==> config.mk <==
export PLATFORM = sky130hd
export DESIGN_NAME = lsu_rdata_merge
export DESIGN_NICKNAME = d
export VERILOG_FILES = /design/src/rtl/lsu_rdata_merge.sv
export SDC_FILE = /design/constraint.sdc
export NUM_CORES = 1
export LEC_CHECK = 0
export CAP_MARGIN = 15
export CORE_AREA = 10 10 117 119
export DETAILED_ROUTE_END_ITERATION = 12
export DIE_AREA = 0 0 127 129
export MAX_ROUTING_LAYER = met4
export PLACE_DENSITY = 0.67
export SLEW_MARGIN = 40
export SYNTH_ARGS = -nofsm -noshare
export SYNTH_HDL_FRONTEND = slang
export SYNTH_SLANG_ARGS = --single-unit
export TNS_END_PERCENT = 20
==> constraint.sdc <==
create_clock -name clk_i -period 2.25 [get_ports clk_i]
set_clock_uncertainty 0.1 [all_clocks]
set_input_delay 0.45 -clock clk_i [delete_from_list [all_inputs] [get_ports clk_i]]
set_output_delay 0.45 -clock clk_i [all_outputs]
set_load 0.01 [all_outputs]
==> src/rtl/lsu_rdata_merge.sv <==
`default_nettype none
// ============================================================================
//  Module   : lsu_rdata_merge
//  Purpose  : Return path of the LSU address split. Accepts one load request
//             at a time, collects the read word from data memory (fixed
//             1-cycle latency) or the peripheral bus (valid-qualified,
//             variable latency, optional timeout), aligns and sign/zero
//             extends the selected byte/half/word, and returns a single
//             one-cycle response pulse.
//  Ports    :
//    clk_i, rst_i            clock (rising edge), async active-high reset
//    req_valid_i/req_ready_o load request handshake
//    req_addr_i              load byte address (only [1:0] matters here)
//    req_sel_i               00/01 memory, 10 peripheral, 11 unmapped
//    req_funct3_i            000 LB, 001 LH, 010 LW, 100 LBU, 101 LHU
//    mem_rdata_i             memory word, valid the cycle after accept
//    periph_req_o            held while waiting for the peripheral
//    periph_rdata_i/_valid_i peripheral word and its qualifier
//    rsp_valid_o             one-cycle response pulse
//    rsp_data_o/rsp_err_o    registered response, held between pulses
//    busy_o                  transaction in flight
//  Revision : 1.0 - initial release
// ============================================================================
module lsu_rdata_merge #(
  parameter int ADDR_W         = 12,
  parameter int PERIPH_TIMEOUT = 16
) (
  input  logic              clk_i,
  input  logic              rst_i,
  input  logic              req_valid_i,
  output logic              req_ready_o,
  input  logic [ADDR_W-1:0] req_addr_i,
  input  logic [1:0]        req_sel_i,
  input  logic [2:0]        req_funct3_i,
  input  logic [31:0]       mem_rdata_i,
  output logic              periph_req_o,
  input  logic [31:0]       periph_rdata_i,
  input  logic              periph_valid_i,
  output logic              rsp_valid_o,
  output logic [31:0]       rsp_data_o,
  output logic              rsp_err_o,
  output logic              busy_o
);

  localparam logic [1:0] S_IDLE        = 2'd0;
  localparam logic [1:0] S_MEM_WAIT    = 2'd1;
  localparam logic [1:0] S_PERIPH_WAIT = 2'd2;
  localparam logic [1:0] S_RESP        = 2'd3;

  localparam int CNT_W = (PERIPH_TIMEOUT > 1) ? $clog2(PERIPH_TIMEOUT) : 1;
  // Value of the counter in the last permitted wait cycle. Meaningless when
  // the timeout is disabled; the compare below is gated in that case.
  localparam logic [CNT_W-1:0] CNT_LAST = CNT_W'(PERIPH_TIMEOUT - 1);

  logic [1:0]       state_q,    state_d;
  logic [CNT_W-1:0] cnt_q,      cnt_d;
  logic [1:0]       off_q,      off_d;
  logic [2:0]       funct3_q,   funct3_d;
  logic [1:0]       sel_q,      sel_d;
  logic [31:0]      rsp_data_q, rsp_data_d;
  logic             rsp_err_q,  rsp_err_d;

  logic        w_req_err;
  logic        w_timeout;
  logic [31:0] w_word;
  logic [31:0] w_ext;

  // Upper address bits only matter to the address split, not here.
  logic unused_addr_hi;
  assign unused_addr_hi = ^req_addr_i[ADDR_W-1:2];

  // Byte/half/word extraction from the returned word.
  function automatic logic [31:0] extract(input logic [31:0] w,
                                          input logic [1:0]  o,
                                          input logic [2:0]  f3);
    logic [31:0] sh;
    logic [7:0]  b;
    logic [15:0] h;
    logic [31:0] r;
    sh = w >> {o, 3'b000};
    b  = sh[7:0];
    h  = o[1] ? w[31:16] : w[15:0];
    case (f3[1:0])
      2'b00:   r = {{24{b[7] & ~f3[2]}}, b};   // f3[2] selects unsigned
      2'b01:   r = {{16{h[15] & ~f3[2]}}, h};
      default: r = w;
    endcase
    return r;
  endfunction

  // Request error decode, in priority order: illegal funct3, misaligned,
  // unmapped. Only the resulting single flag matters downstream.
  always_comb begin
    w_req_err = 1'b0;
    case (req_funct3_i)
      3'b011, 3'b110, 3'b111: w_req_err = 1'b1;
      3'b001, 3'b101:         w_req_err = req_addr_i[0];
      3'b010:                 w_req_err = |req_addr_i[1:0];
      default:                w_req_err = 1'b0;
    endcase
    if (req_sel_i == 2'b11) begin
      w_req_err = 1'b1;
    end
  end

  assign w_timeout = (PERIPH_TIMEOUT != 0) && (cnt_q == CNT_LAST);
  assign w_word    = (sel_q == 2'b10) ? periph_rdata_i : mem_rdata_i;
  assign w_ext     = extract(w_word, off_q, funct3_q);

  // State and datapath registers.
  always_ff @(posedge clk_i or posedge rst_i) begin
    if (rst_i) begin
      state_q    <= S_IDLE;
      cnt_q      <= '0;
      off_q      <= '0;
      funct3_q   <= '0;
      sel_q      <= '0;
      rsp_data_q <= '0;
      rsp_err_q  <= 1'b0;
    end else begin
      state_q    <= state_d;
      cnt_q      <= cnt_d;
      off_q      <= off_d;
      funct3_q   <= funct3_d;
      sel_q      <= sel_d;
      rsp_data_q <= rsp_data_d;
      rsp_err_q  <= rsp_err_d;
    end
  end

  // Next-state and capture logic. The response registers are only written
  // on the transition into RESP, so they hold between pulses.
  always_comb begin
    state_d    = state_q;
    cnt_d      = cnt_q;
    off_d      = off_q;
    funct3_d   = funct3_q;
    sel_d      = sel_q;
    rsp_data_d = rsp_data_q;
    rsp_err_d  = rsp_err_q;
    case (state_q)
      S_IDLE: begin
        cnt_d = '0;
        if (req_valid_i) begin
          off_d    = req_addr_i[1:0];
          funct3_d = req_funct3_i;
          sel_d    = req_sel_i;
          if (w_req_err) begin
            state_d    = S_RESP;
            rsp_data_d = '0;
            rsp_err_d  = 1'b1;
          end else if (req_sel_i == 2'b10) begin
            state_d = S_PERIPH_WAIT;
          end else begin
            state_d = S_MEM_WAIT;
          end
        end
      end
      S_MEM_WAIT: begin
        state_d    = S_RESP;
        rsp_data_d = w_ext;
        rsp_err_d  = 1'b0;
      end
      S_PERIPH_WAIT: begin
        cnt_d = cnt_q + CNT_W'(1);
        // Valid data beats a timeout landing in the same cycle.
        if (periph_valid_i) begin
          state_d    = S_RESP;
          rsp_data_d = w_ext;
          rsp_err_d  = 1'b0;
        end else if (w_timeout) begin
          state_d    = S_RESP;
          rsp_data_d = '0;
          rsp_err_d  = 1'b1;
        end
      end
      S_RESP: begin
        state_d = S_IDLE;
      end
      default: begin
        state_d = S_IDLE;
      end
    endcase
  end

  // Outputs decoded from the state register only, so an asynchronous reset
  // drops periph_req_o and busy_o immediately.
  always_comb begin
    req_ready_o  = 1'b0;
    periph_req_o = 1'b0;
    rsp_valid_o  = 1'b0;
    busy_o       = 1'b1;
    case (state_q)
      S_IDLE: begin
        req_ready_o = 1'b1;
        busy_o      = 1'b0;
      end
      S_PERIPH_WAIT: periph_req_o = 1'b1;
      S_RESP:        rsp_valid_o  = 1'b1;
      default: ;
    endcase
  end

  assign rsp_data_o = rsp_data_q;
  assign rsp_err_o  = rsp_err_q;

endmodule
`default_nettype wire

==> out/qor.csv <==
metric,value,unit
postSynthAreaPerCell,9.83,sq um
synth_top_cells_by_count,"48 x sky130_fd_sc_hd__nand2_1, 46 x sky130_fd_sc_hd__dfrtp_1, 23 x sky130_fd_sc_hd__nor2_1, 21 x sky130_fd_sc_hd__o21ai_0, 20 x sky130_fd_sc_hd__mux2_2",
placeable_core_region,11300,sq um
final.period_utilization,94.4,%
postPlaceCellArea,4430,sq um
clk_transition_reported_paths,70,ps
synth_area,3030,sq um
worst-slew-pin-transition,521,ps
clk_root_buffer_cell,sky130_fd_sc_hd__clkbuf_16,
fin_nets,518,
via_count,2979,
maximum_number_of_pins_on_one_net_before_global_route_repair,53,
cap_violations,0,
sort_of_element_at_the_end_of_the_critical_path,flip-flop,
status,"complete, no violations",
clock_tree.buffer_depth,2,
holdPathStages,2,
postLayoutCellArea,4600,sq um
dominantRegCellSynth,sky130_fd_sc_hd__dfrtp_1,
clock_insertion_delay_worst_skew,290,ps
worst_ir_drop_vdd,0.000803,V
place.port_buffers,111,
first_global_vias,3087,
synthDominantCellAreaShare,38.0,%
timing.hold.worst.start,rsp_err_o,
synth_area_leader_cell,sky130_fd_sc_hd__dfrtp_1,
holdPathEnd,rsp_err_o,
areaGrowthSynthToFinish,52.1,%
power.density_cell_area,1230,nW/um^2
floorplan.die.width,127,um
asyncSetResetFlopFracSynth,100,%
critical_path_class,in2reg,
ant_nets,0,
yosys.cell_types.count,45,
hold_viol_final,0,
maxSlewViolCount,0,
synthesis.nets,398,
hpwlAfterDp,8.57,mm
start_util,26.7,%
dr.first_iter.drc_count,209,
finish.utilization,40.7,%
synth_most_common_cell,sky130_fd_sc_hd__nand2_1,
antenna_found_initial,0,
grt_util_all_layers,13.3,%
cts_max_level,2,
die-height,129,um
synth_seq_area_share,38.0,%
leakage,0.00194,uW
drive_gt1_share,17.2,%
placementRows,39,
overflow,0,
vias_per_cell,5.21,
worstRegToRegCells,6,
wire_per_inst,19.1,um
cts_tree,yes,
critical_path_arrival,2210,ps
postSynthCellCount,308,
synth_edf_count,0,
synth_top_cells_by_area,"sky130_fd_sc_hd__dfrtp_1 38%, sky130_fd_sc_hd__mux2_2 7.4%, sky130_fd_sc_hd__mux4_2 6.0%",
synth.yosys.warnings,0,
final_period_minus_worst_setup_slack,2120,ps
cp_max_fo,10,
cts_sinks,46,
grt_pass1_wl,16.8,mm
numCtsBuffers,5,
path_class_of_the_lowest_slack_min_delay_path,reg2reg,
totalWireLength,10.9,mm
maximum_frequency_from_static_timing_analysis,471,MHz
num-fill-cells,1120,
hold_ws,377,ps
postCtsSetupBuffers,0,
worst-endpoint-required,2340,ps
remaining_drc_errors,0,
grt_setup_unrepaired,false,
reg2reg_setup_slack,140,ps
postSynthRegisterBits,46,
dieArea,16400,sq um
drt_pass1_iterations,6,
diodes,0,
ios,122,
max_slew_margin,65.3,%
crit-reg2reg-capture,rsp_data_o[12],
startpoint_of_the_lowest_slack_register_to_register_path,sel_q[1],
startpoint_type,primary input,
setup_violations,0,
final_wtd_congestion,0.838,
## layout make-up
class | count | area (sq um) | share of cell area, %
inverters | 7 | 30.0 | 0.652
clock inverters | 2 | 37.5 | 0.815
well taps | 143 | 179 | 3.89
multi-input cells | 232 | 1730 | 37.5
repair buffers | 136 | 1350 | 29.4
clock buffers | 6 | 129 | 2.80
flip-flops and latches | 46 | 1150 | 25.0
## per-stage QoR
stage	TNS, ps	power, uW	setup slack [ps]	std cells
floorplan	0	3540	27.3	308
global placement	-1200	4730	-83.9	564
detailed placement	-2830	4830	-174	564
CTS	0	5690	10.8	572
global route	0	6050	34.3	572
finish	0	5650	127	572
## power breakdown
| group | internal [uW] | switching, uW |
|---|---|---|
| clock | 525 | 325 |
| sequential | 1080 | 212 |
| combinational | 1670 | 1850 |
## worst max path at each step
stage                       startpoint        endpoint  slack, ps  cells past startpoint
floorplan                   state_q[0]  rsp_data_o[16]         30                      9
global placement    periph_rdata_i[31]  rsp_data_o[26]        -80                      7
detailed placement  periph_rdata_i[31]  rsp_data_o[25]       -170                      7
CTS                         state_q[0]          busy_o         10                      4
global route        periph_rdata_i[31]  rsp_data_o[30]         30                      7
finish              periph_rdata_i[31]  rsp_data_o[26]        130                      7
## kinds of logic after synthesis
| family | Yosys count | share of synthesized area [%] |
|---|---|---|
| buf+inv | 30 | 5.13 |
| fa+ha+maj | 5 | 2.07 |
| simple gates | 110 | 16.9 |
| flops | 46 | 38.0 |
| mux | 43 | 18.4 |
| compound gates | 74 | 19.6 |
## sequential cells by signal, summed over array words and instances (netlist names)
signal,count
state_q,2
rsp_err_o,1
rsp_data_o,32
sel_q,2
cnt_q,4
off_q,2
funct3_q,3
## cells in the final DEF, fill, tap and decap left out, types with 3 or more instances in the layout
| cell type | n |
|---|---|
| sky130_fd_sc_hd__o221ai_1 | 6 |
| sky130_fd_sc_hd__nand4_1 | 3 |
| sky130_fd_sc_hd__nand3_1 | 14 |
| sky130_fd_sc_hd__nand2_1 | 48 |
| sky130_fd_sc_hd__nor2b_1 | 3 |
| sky130_fd_sc_hd__nand2b_1 | 7 |
| sky130_fd_sc_hd__a22o_1 | 6 |
| sky130_fd_sc_hd__o21ai_0 | 21 |
| sky130_fd_sc_hd__buf_12 | 4 |
| sky130_fd_sc_hd__a32o_1 | 8 |
| sky130_fd_sc_hd__o311ai_1 | 4 |
| sky130_fd_sc_hd__buf_4 | 21 |
| sky130_fd_sc_hd__mux4_2 | 8 |
| sky130_fd_sc_hd__o211ai_2 | 6 |
| sky130_fd_sc_hd__a21oi_1 | 7 |
| sky130_fd_sc_hd__mux2i_1 | 15 |
| sky130_fd_sc_hd__ha_1 | 4 |
| sky130_fd_sc_hd__mux2_2 | 20 |
| sky130_fd_sc_hd__o311ai_0 | 6 |
| sky130_fd_sc_hd__inv_1 | 4 |
| sky130_fd_sc_hd__nor2_1 | 23 |
| sky130_fd_sc_hd__clkdlybuf4s50_1 | 108 |
| sky130_fd_sc_hd__clkbuf_16 | 5 |
| sky130_fd_sc_hd__dfrtp_1 | 46 |
## critical path, cell delays in order
cell	delay [ps]
sky130_fd_sc_hd__clkdlybuf4s50_1	520
sky130_fd_sc_hd__mux2i_1	90
sky130_fd_sc_hd__a22oi_1	280
sky130_fd_sc_hd__nand4b_1	140
sky130_fd_sc_hd__a2111o_1	450
sky130_fd_sc_hd__buf_4	190
sky130_fd_sc_hd__o311ai_0	90
## per-layer routing
metal	vias up	share of wire (%)	track usage [%]
met5	-	0	-
met4	0	1.4	2.81
li1	1393	-	-
met2	132	47	21.0
met1	1440	45	16.7
met3	14	6.8	3.57
## what timing repair did
action | 4_1_cts | 5_1_grt
pin swaps | 0 | 0
endpoints found under the setup margin | 1 | 10
gates resized for setup | 2 | 3
hold buffers | 0 | 0
No activity file was read; power rests on OpenSTA's default activity.
